`config.mk`:
```
export PLATFORM = sky130hd
export DESIGN_NAME = fft_frame_sequencer
export DESIGN_NICKNAME = d
export VERILOG_FILES = /design/src/rtl/fft_frame_sequencer.sv
export SDC_FILE = /design/constraint.sdc
export NUM_CORES = 1
export LEC_CHECK = 0
export CORE_MARGIN = 5
export CORE_UTILIZATION = 55
export CTS_BUF_LIST = sky130_fd_sc_hd__clkbuf_4 sky130_fd_sc_hd__clkbuf_8
export CTS_CLUSTER_SIZE = 16
export DETAILED_ROUTE_END_ITERATION = 10
export DONT_BUFFER_PORTS = 1
export PLACE_DENSITY = 0.8
export SLEW_MARGIN = 20
export SYNTH_ARGS = -nofsm -noshare
export SYNTH_HDL_FRONTEND = slang
export SYNTH_SLANG_ARGS = --single-unit
```
`constraint.sdc`:
```
create_clock -name clk -period 4.84 [get_ports clk]
set_input_delay 1.21 -clock clk [delete_from_list [all_inputs] [get_ports clk]]
set_output_delay 1.21 -clock clk [all_outputs]
set_load 0.01 [all_outputs]
```
`src/rtl/fft_frame_sequencer.sv`:
```
// Feeds fixed-length sample frames into an FFT, limiting frames in flight and tracking drain beats.
// Optional macro FFT_SEQ_STATS_EN adds frames_fed / frames_drained counters.
module fft_frame_sequencer #(
  parameter int FRAME_LEN     = 128,
  parameter int OUT_PER_FRAME = 128,
  parameter int MAX_INFLIGHT  = 2
) (
  input  logic        clk,
  input  logic        reset,
  input  logic        enable,
  input  logic        src_valid,
  output logic        src_ready,
  input  logic [16:0] src_re,
  input  logic [16:0] src_im,
  output logic        push_in,
  output logic        First_Data,
  output logic [16:0] DinR,
  output logic [16:0] DinI,
  input  logic        push_out,
  output logic [2:0]  inflight,
  output logic        busy,
  output logic        err_underflow
`ifdef FFT_SEQ_STATS_EN
  ,
  output logic [15:0] frames_fed,
  output logic [15:0] frames_drained
`endif
);

  localparam int SCW    = $clog2(FRAME_LEN);
  localparam int OCW    = (OUT_PER_FRAME > 1) ? $clog2(OUT_PER_FRAME) : 1;
  localparam int STAGES = 1;
  localparam logic [SCW-1:0] S_LAST  = SCW'(FRAME_LEN - 1);
  localparam logic [OCW-1:0] O_LAST  = OCW'(OUT_PER_FRAME - 1);
  localparam logic [2:0]     INF_MAX = 3'(MAX_INFLIGHT);

  typedef enum logic [1:0] {IDLE, RUN, WAIT} state_t;

  state_t         state, state_nxt;
  logic [SCW-1:0] sample_cnt;
  logic [OCW-1:0] out_cnt;
  logic [2:0]     inflight_nxt;
  logic [STAGES:0] vld_pipe;
  logic           accept, frame_done, drain_beat, drain_wrap;

  assign accept       = src_valid && src_ready;
  assign frame_done   = accept && (sample_cnt == S_LAST);
  assign drain_beat   = push_out && (inflight != 3'd0);
  assign drain_wrap   = drain_beat && (out_cnt == O_LAST);
  assign inflight_nxt = inflight + 3'(frame_done) - 3'(drain_wrap);
  assign vld_pipe[0]  = accept;
  assign push_in      = vld_pipe[STAGES];

  always_ff @(posedge clk) begin
    if (reset) state <= IDLE;
    else       state <= state_nxt;
  end

  // RUN only exits at a frame boundary so a partially fed frame is never abandoned.
  always_comb begin
    state_nxt = state;
    case (state)
      IDLE: if (enable) state_nxt = (inflight < INF_MAX) ? RUN : WAIT;
      RUN:  if (frame_done) begin
              if (!enable)                   state_nxt = IDLE;
              else if (inflight_nxt < INF_MAX) state_nxt = RUN;
              else                           state_nxt = WAIT;
            end
      WAIT: if (!enable)                   state_nxt = IDLE;
            else if (inflight < INF_MAX)   state_nxt = RUN;
      default: state_nxt = IDLE;
    endcase
  end

  always_comb begin
    src_ready = (state == RUN);
    busy      = (state != IDLE) || (inflight != 3'd0);
  end

  always_ff @(posedge clk) begin
    if (reset) begin
      sample_cnt           <= '0;
      out_cnt              <= '0;
      inflight             <= '0;
      vld_pipe[STAGES:1]   <= '0;
      First_Data           <= 1'b0;
      DinR                 <= '0;
      DinI                 <= '0;
      err_underflow        <= 1'b0;
    end else begin
      vld_pipe[STAGES:1] <= vld_pipe[STAGES-1:0];
      First_Data         <= accept && (sample_cnt == '0);
      inflight           <= inflight_nxt;
      if (accept) begin
        DinR       <= src_re;
        DinI       <= src_im;
        sample_cnt <= frame_done ? '0 : sample_cnt + 1'b1;
      end
      if (drain_beat) out_cnt <= drain_wrap ? '0 : out_cnt + 1'b1;
      if (push_out && (inflight == 3'd0)) err_underflow <= 1'b1;
    end
  end

`ifdef FFT_SEQ_STATS_EN
  always_ff @(posedge clk) begin
    if (reset) begin
      frames_fed     <= '0;
      frames_drained <= '0;
    end else begin
      if (frame_done) frames_fed     <= frames_fed + 1'b1;
      if (drain_wrap) frames_drained <= frames_drained + 1'b1;
    end
  end
`endif

endmodule
```
==> metrics, run 1 <==
number of synthesized flops with an enable pin 0; fmax 319 MHz; Leak Pwr 0.860 nW; mapped cell area 2310 µm²; hold_buf cts 0; Initial Utilization 57.3%; Final Hold Viols 0; Worst Skew 0.00461 ns; Slew headroom 74.6%; MaxCap Viol Count 0; Post-Synthesis Cells 271; worst min-delay path class reg2reg; routed wl met3 418 µm; initial antenna violation count 0; Distinct cells, synth 41; Primary FF master, synth dfxtp_1; Total Neg Setup Slack 0 ns; drt total wl 4480 µm; register area share after synthesis 48.5%; Post-DP Area 2280 µm²; Ys Warns 0; clock latency on the worst-skew pair 0.29 ns; first-pass GRT wire length 7060 µm; Area Overhead vs Synth 3.20%; unrepaired setup endpoints after global routing no; largest net degree at the start of global routing 59; Final Instance Area 2380 µm²; outcome complete, no violations; Core Region 4030 µm²; row cnt 23; Slowest-stage cell, CP fa_1; post-route minimum period 3.13 ns; drt drc 0; vias in the first global route 1579; CP peak stage delay 0.37 ns; initial DRC count 91; Mapped Avg Cell Area 8.52 µm²; hpwl dp 3220 µm; PD cells 339 nW/µm²; CTS resizes 0; RD Place Congestion 0.789; critical path class in2reg; total CTS buffers 5; final core utilization 59.2%; Slew Viols, Final 0; # clock sinks 56; Vias/cell 5.43; PortBufs 0; Post-Route M1 WL 1720 µm; Diodes inserted 0; setup repair bufs after CTS 0; H-Tree Depth 2; fin crit share 64.7%; Worst-path clk slew 0.08 ns; global-route total usage across every layer 16.0%; crit-path cells nand4_2, nor3_2, inv_1, ha_1, inv_1, ha_1, inv_1, fa_1, xnor2_1, nand2_1, a31oi_1, o41ai_2; CTS tree done; crit path capture type flip-flop; highest routed layer met4; cell mode on critical path inv_1; Slew @ Worst Pin 0.381 ns; Top Ports 81; clk root buf clkbuf_8; routed via count 1706; WL met2 2290 µm; 1st-pass router iterations 4; r2r setup slk 1.99 ns; Final #Nets 311; drt wl/cell 14.3 µm; die width 74.8 µm; WP data arrival 3.31 ns; Yosys reg bits 56; antenna-violating nets left 0; die height 74.8 µm; Data required, critical path 5.02 ns; ys async rst share 0%; Synth Net Count 317; CTS max path bufs 2; endpoints failing setup 0; layout cells sized above 1 6.82%; full die area 5600 µm²; crit-path max FO 5; gr ovfl total 0; CP startpoint kind input pin; worst vdd ir 151 µV
## cells in the final DEF (no fill, tap or decap), drive strengths merged, types with 5 or more instances in the layout
cell | Yosys | routed
clkbuf | 6 | 5
ha | 6 | 6
inv | 8 | 8
nor2 | 13 | 13
xor2 | 6 | 6
nor3 | 9 | 9
nand2 | 80 | 80
nand3 | 5 | 5
a21oi | 40 | 40
o21ai | 5 | 5
dfxtp | 56 | 56
## final cells by class
| cell class | instances | area, µm² |
|---|---|---|
| multi-input cells | 193 | 1060 |
| clock inverters | 1 | 30.0 |
| fillers | 354 | 1650 |
| repair buffers | 1 | 7.51 |
| flip-flops and latches | 56 | 1120 |
| well taps | 50 | 62.6 |
| clock buffers | 5 | 68.8 |
| inverters | 8 | 32.5 |
## power breakdown
group	internal [W]	switching, W	leakage, nW
combinational	0.0000144	0.0000244	0.356
clock	0.000149	0.000129	0.0501
sequential	0.000475	0.0000168	0.454
## sequential cells by signal, indices dropped and copies added, names as in the netlist
signal / flops
First_Data: 1
DinR: 17
err_underflow: 1
DinI: 17
inflight: 3
state: 2
sample_cnt: 7
push_in: 1
out_cnt: 7
## cells by family after synthesis
group / count (synthesis) / share of synthesized area, %
adders and majority gates: 7 / 4.12
AOI/OAI and AO/OA: 53 / 13.7
DFF: 56 / 48.5
xor gates and xnor gates: 9 / 3.41
and+or+nand+nor: 124 / 24.8
buffers and inverters: 22 / 5.53
## through the flow
| stage | hold WS [ns] | setup slack (ns) | std cells | power, W |
|---|---|---|---|---|
| floorplan | 0.462 | 1.62 | 271 | 0.000545 |
| global placement | 0.468 | 1.51 | 308 | 0.000542 |
| detailed placement | 0.482 | 1.41 | 308 | 0.000543 |
| CTS | 0.494 | 1.71 | 314 | 0.000821 |
| global route | 0.520 | 1.46 | 314 | 0.000849 |
| finish | 0.492 | 1.71 | 314 | 0.000808 |
## worst max-delay path, delay by kind of cell
kind | cells | cell delay, ns
compound gates | 2 | 0.29
simple gates | 3 | 0.54
buf+inv | 3 | 0.21
fa+ha+maj | 3 | 0.78
xor+xnor | 1 | 0.29
## cells in the mapped netlist (all sizes together) (3+ instances only)
library cell / number / share of area, %
nor2: 13 / 2.1
xnor2: 3 / 1.1
nor3: 9 / 2.6
a21oi: 40 / 8.7
nand3: 5 / 1.1
buf: 8 / 3.1
nand4: 3 / 1.1
inv: 8 / 1.4
dfxtp: 56 / 49
xor2: 6 / 2.3
clkbuf: 6 / 0.98
ha: 6 / 3.3
nand2: 80 / 13
o21ai: 5 / 1.2
## worst paths after layout
path                 start            end  cells after the start
max              src_valid       state[1]                     12
min          sample_cnt[0]  sample_cnt[0]                      2
max reg2reg  sample_cnt[1]       state[1]                     13
min reg2reg  sample_cnt[0]  sample_cnt[0]                      2
## metal layers
layer | vias to the layer above | global-route usage [%]
met5 | - | 0
met3 | 4 | 4.41
met4 | 0 | 5.93
li1 | 883 | -
met2 | 52 | 27.8
met1 | 767 | 18.9
(Power assumes the default switching activity.)
==> inputs of run 2 (changes only) <==
clock period = 3.3 ns   (was 4.84 ns; I/O delays follow)
==> metrics, run 2 (synthesis gave the netlist of run 1 again) <==
Critical R2R Capture state[1] (unchanged); initial DRC count 58 (was 91); Worst-path clk slew 0.10 ns (was 0.08 ns); gr ovfl total 0 (unchanged); Slew headroom 73.7% (was 74.6%); drt wl/cell 14.2 µm (was 14.3 µm); post-route minimum period 2.79 ns; CTS resizes 0 (unchanged); clock share of power 36.6% (was 34.3%); worst vdd ir 250 µV (was 151 µV); most common cell after layout, fill and taps aside nand2_1 (unchanged); Sw Share 22.3% (was 21.1%); CP Depth 13 (was 12); endpoints failing setup 0 (unchanged); CP startpoint kind flip-flop (was input pin); vias in the first global route 1651 (was 1579); family with the most delay on the worst path adder cells (unchanged); outcome complete, no violations (unchanged); Final Instance Area 2400 µm² (was 2380 µm²); fin crit share 84.5%; Post-DP Area 2280 µm² (unchanged); Final #Nets 311 (unchanged); Total Neg Setup Slack 0 ns (unchanged); row cnt 23 (unchanged); antenna-violating nets left 0 (unchanged); Vias/cell 5.44 (was 5.43); die width 74.8 µm (unchanged); fmax 359 MHz; die height 74.8 µm (unchanged); setup repair bufs after CTS 0 (unchanged); RD Place Congestion 0.787 (was 0.789); worst-case reg-to-reg path depth 13 (unchanged); cell count after placement 308 (unchanged); WP data arrival 2.98 ns (was 3.31 ns); filler instances 387 (was 354); Worst Skew 0.00796 ns (was 0.00461 ns); r2r setup slk 0.51 ns (was 1.99 ns); HP Start sample_cnt[0] (unchanged); P_int 0.000956 W (was 0.000638 W); 1st-pass router iterations 4 (unchanged); CTS max path bufs 2 (unchanged); top flop regs DinI x17, DinR x17 (unchanged); Initial Utilization 57.3% (unchanged); total CTS buffers 5 (unchanged); worst path bufs/invs 3 (unchanged); critical path class reg2reg (was in2reg); H-Tree Depth 2 (unchanged); Slew @ Worst Pin 0.395 ns (was 0.381 ns); Top Ports 81 (unchanged); crit-path max FO 5 (unchanged); worst r2r src sample_cnt[1] (unchanged); Leak Pwr 0.869 nW (was 0.860 nW); PortBufs 0 (unchanged); area of the multi-input gates 1060 µm² (unchanged); Slowest-stage cell, CP dfxtp_1 (was fa_1); Core Region 4030 µm² (unchanged); PD cells 512 nW/µm² (was 339 nW/µm²); combinational fraction of design power 4.7% (was 4.8%); Slew Viols, Final 0 (unchanged); unrepaired setup endpoints after global routing no (unchanged); CP peak stage delay 0.39 ns (was 0.37 ns); hpwl dp 3230 µm (was 3220 µm); Sequential Power Share 58.7% (was 60.9%); MaxCap Viol Count 0 (unchanged); cell count of the worst hold path 2 (unchanged); Data required, critical path 3.49 ns (was 5.02 ns); Switch Pwr 0.000274 W (was 0.000170 W); Diodes inserted 0 (unchanged); largest net degree at the start of global routing 59 (unchanged); CTS tree done (unchanged); most frequent cells in the layout 79 x nand2_1, 56 x dfxtp_1, 40 x a21oi_1, 13 x nor2_1, 7 x inv_1 (unchanged); Area Overhead vs Synth 3.90% (was 3.20%); drt total wl 4490 µm (was 4480 µm); Worst Hold Path EP sample_cnt[0] (unchanged); crit path capture type flip-flop (unchanged); crit-path cells ha_1, nand4_2, nor3_2, inv_1, ha_1, inv_1, ha_1, inv_1, fa_1, xnor2_1, nand2_1, a31oi_1, o41ai_2 (was nand4_2, nor3_2, inv_1, ha_1, inv_1, ha_1, inv_1, fa_1, xnor2_1, nand2_1, a31oi_1, o41ai_2); layout cells sized above 1 7.52% (was 6.82%); Post-Layout Cell Count 316 (was 314); Reg area 1120 µm² (unchanged); initial antenna violation count 0 (unchanged); clock latency on the worst-skew pair 0.30 ns (was 0.29 ns); worst min-delay path class reg2reg (unchanged); clk root buf clkbuf_8 (unchanged); global-route total usage across every layer 16.1% (was 16.0%); full die area 5600 µm² (unchanged); routed via count 1720 (was 1706); Final Hold Viols 0 (unchanged); drt drc 0 (unchanged); hold_buf cts 0 (unchanged); # clock sinks 56 (unchanged); first-pass GRT wire length 7080 µm (was 7060 µm)
-- run 2: cell type report --
cell class              instances  area share, %
inverters                       8           1.36
multi-input cells             193           44.2
well taps                      50           2.61
clock inverters                 2           1.62
clock buffers                   6           3.18
flip-flops and latches         56           46.7
repair buffers                  1          0.313
-- run 2: how the worst max path moves through the flow --
stage / startpoint / end / slack [ns]
finish: sample_cnt[1] / state[1] / 0.51
detailed placement: src_valid / state[1] / 0.32
global placement: src_valid / state[1] / 0.37
global route: sample_cnt[1] / state[0] / 0.20
CTS: sample_cnt[1] / state[1] / 0.51
floorplan: src_valid / state[1] / 0.47
-- run 2: power groups by stage --
stage          combinational, W  sequential (W)  clock (W)
2_1_floorplan         0.0000684        0.000731          0
3_3_place_gp          0.0000572        0.000737          0
3_5_place_dp          0.0000589        0.000738          0
4_1_cts               0.0000589        0.000722   0.000465
5_1_grt               0.0000664        0.000725   0.000497
6_report              0.0000576        0.000722   0.000450
-- run 2: metrics by stage --
step | util [%] | setup WS (ns) | hold slack (ns) | total power, W
after floorplan | - | 0.465 | 0.462 | 0.000799
after global placement | 56.7 | 0.371 | 0.467 | 0.000795
after detailed placement | 56.7 | 0.316 | 0.482 | 0.000797
after CTS | 59.6 | 0.507 | 0.497 | 0.00125
after global routing | 59.6 | 0.203 | 0.517 | 0.00129
final | 59.6 | 0.511 | 0.497 | 0.00123
-- run 2: metal layers --
layer | vias up | global-route usage (%) | part of all wire [%]
li1 | 885 | - | -
met1 | 782 | 18.2 | 39
met2 | 46 | 29.1 | 52
met3 | 7 | 4.27 | 8.4
met4 | 0 | 5.93 | 1.1
met5 | - | 0 | 0
-- run 2: worst register-to-register path, delay by kind of cell (launching register included) --
| kind | cells | cell delay, ns |
|---|---|---|
| buffers and inverters | 3 | 0.21 |
| AND/OR/NAND/NOR | 3 | 0.54 |
| XOR/XNOR | 1 | 0.26 |
| flip-flops | 1 | 0.39 |
| AO/OA/AOI/OAI | 2 | 0.28 |
| adder cells (fa/ha/maj) | 4 | 0.99 |
==> inputs of run 3 (changes only) <==
clock period = 2.8 ns   (was 3.3 ns; I/O delays follow)
==> metrics, run 3 (synthesis gave the netlist of run 1 again) <==
crit path capture type flip-flop (unchanged); critical path class reg2reg (unchanged); most common cell after layout, fill and taps aside nand2_1 (unchanged); worst vdd ir 260 µV (was 250 µV); Initial Utilization 57.3% (unchanged); Total Neg Setup Slack 0 ns (unchanged); clock latency on the worst-skew pair 0.30 ns (about the same); Worst-path clk slew 0.10 ns (about the same); worst-case reg-to-reg path depth 13 (unchanged); Leak Pwr 0.874 nW (was 0.869 nW); crit-path cells ha_1, nand4_2, nor3_2, inv_1, ha_1, inv_1, ha_1, inv_1, fa_1, xnor2_2, nand2_1, a31oi_1, o41ai_2 (was ha_1, nand4_2, nor3_2, inv_1, ha_1, inv_1, ha_1, inv_1, fa_1, xnor2_1, nand2_1, a31oi_1, o41ai_2); Final #Nets 314 (was 311); antenna-violating nets left 0 (unchanged); Slowest-stage cell, CP fa_1 (was dfxtp_1); Diodes inserted 0 (unchanged); Final Instance Area 2410 µm² (was 2400 µm²); r2r setup slk 0.19 ns (was 0.51 ns); PortBufs 0 (unchanged); Data required, critical path 2.99 ns (was 3.49 ns); initial antenna violation count 0 (unchanged); die height 74.8 µm (unchanged); top flop regs DinI x17, DinR x17 (unchanged); CTS tree done (unchanged); CTS resizes 0 (unchanged); Critical R2R Capture state[1] (unchanged); Slew Viols, Final 0 (unchanged); CP startpoint kind flip-flop (unchanged); worst min-delay path class in2reg (was reg2reg); worst r2r src sample_cnt[1] (unchanged); full die area 5600 µm² (unchanged); Post-Place Setup Slack 0.0133 ns (was 0.316 ns); first-pass GRT wire length 7110 µm (was 7080 µm); fin crit share 93.1% (was 84.5%); global-route total usage across every layer 16.1% (about the same); CTS max path bufs 2 (unchanged); Area Overhead vs Synth 4.17% (was 3.90%); post-route minimum period 2.61 ns (was 2.79 ns); Post-Layout Cell Count 319 (was 316); # clock sinks 56 (unchanged); row cnt 23 (unchanged); HP Start reset (was sample_cnt[0]); Worst Skew 0.00454 ns (was 0.00796 ns); CP peak stage delay 0.41 ns (was 0.39 ns); Vias/cell 5.52 (was 5.44); RD Place Congestion 0.795 (was 0.787); Top Ports 81 (unchanged); cell count after placement 311 (was 308); drt drc 0 (unchanged); outcome complete, no violations (unchanged); H-Tree Depth 2 (unchanged); cell count of the worst hold path 1 (was 2); PD cells 563 nW/µm² (was 512 nW/µm²); drt wl/cell 14.5 µm (was 14.2 µm); MaxCap Viol Count 0 (unchanged); Min Hold Slack 0.449 ns (was 0.497 ns); crit-path max FO 4 (was 5); Final Hold Viols 0 (unchanged); drt total wl 4620 µm (was 4490 µm); Core Region 4030 µm² (unchanged); clk root buf clkbuf_8 (unchanged); most frequent cells in the layout 79 x nand2_1, 56 x dfxtp_1, 40 x a21oi_1, 13 x nor2_1, 7 x inv_1 (unchanged); Worst Hold Path EP sample_cnt[4] (was sample_cnt[0]); Slew @ Worst Pin 0.393 ns (was 0.395 ns); total CTS buffers 5 (unchanged); gr ovfl total 0 (unchanged); routed via count 1761 (was 1720); Post-DP Area 2310 µm² (was 2280 µm²); vias in the first global route 1633 (was 1651); layout cells sized above 1 8.92% (was 7.52%); endpoints failing setup 0 (unchanged); 1st-pass router iterations 4 (unchanged); die width 74.8 µm (unchanged); WP data arrival 2.80 ns (was 2.98 ns); initial DRC count 70 (was 58); largest net degree at the start of global routing 59 (unchanged); final setup margin 0.194 ns (was 0.511 ns); Slew headroom 73.8% (was 73.7%); hold_buf cts 0 (unchanged); hpwl dp 3330 µm (was 3230 µm); fmax 384 MHz (was 359 MHz); setup repair bufs after CTS 0 (unchanged)
-- run 3: cell types whose count changed in the layout (fill, tap and decap cells not counted) --
| cell | change |
|---|---|
| bufinv_16 | -1 |
| clkinv_2 | +1 |
| clkbuf_4 | -1 |
| xnor2_2 | +1 |
| clkinv_4 | +1 |
| buf_4 | +3 |
| xnor2_1 | -1 |
-- run 3: how the worst max path moves through the flow --
stage / start / to / slack, ns / depth (start not counted)
detailed placement: src_valid / state[1] / 0.01 / 12
CTS: sample_cnt[1] / state[1] / 0.11 / 13
finish: sample_cnt[1] / state[1] / 0.19 / 13
floorplan: src_valid / state[1] / 0.09 / 12
global placement: src_valid / state[1] / 0.14 / 12
global route: sample_cnt[1] / state[1] / -0.02 / 13
-- run 3: per-stage QoR --
stage / utilization (%) / total power [W]
floorplan: - / 0.000942
global placement: 57.3 / 0.000937
detailed placement: 57.3 / 0.000939
CTS: 59.5 / 0.00137
global route: 59.7 / 0.00142
finish: 59.7 / 0.00135
-- run 3: per-layer routing --
layer	vias up	wire length (µm)	track usage, %
li1	896	-	-
met1	810	1810	18.7
met2	51	2370	28.2
met3	4	408	5.34
met4	0	38	4.74
met5	-	0	0
-- run 3: power by group --
group          switching [W]  internal, W
clock network       0.000256     0.000180
logic              0.0000433    0.0000250
registers          0.0000294     0.000821
-- run 3: worst max-delay path: cells and delay by family, from the launching register on --
| family | cells | cell delay (ns) |
|---|---|---|
| AOI/OAI and AO/OA | 2 | 0.28 |
| adders and majority gates | 4 | 1.02 |
| xor gates and xnor gates | 1 | 0.20 |
| and+or+nand+nor | 3 | 0.41 |
| buffers and inverters | 3 | 0.21 |
| DFF | 1 | 0.38 |
-- run 3: area by class of cell --
type | count | area, µm²
clock buffer | 5 | 68.8
clock inverter | 3 | 22.5
fill | 377 | 1620
inverter | 8 | 32.5
multi-input combinational | 193 | 1070
sequential | 56 | 1120
tap | 50 | 62.6
timing repair buffer | 4 | 30.0
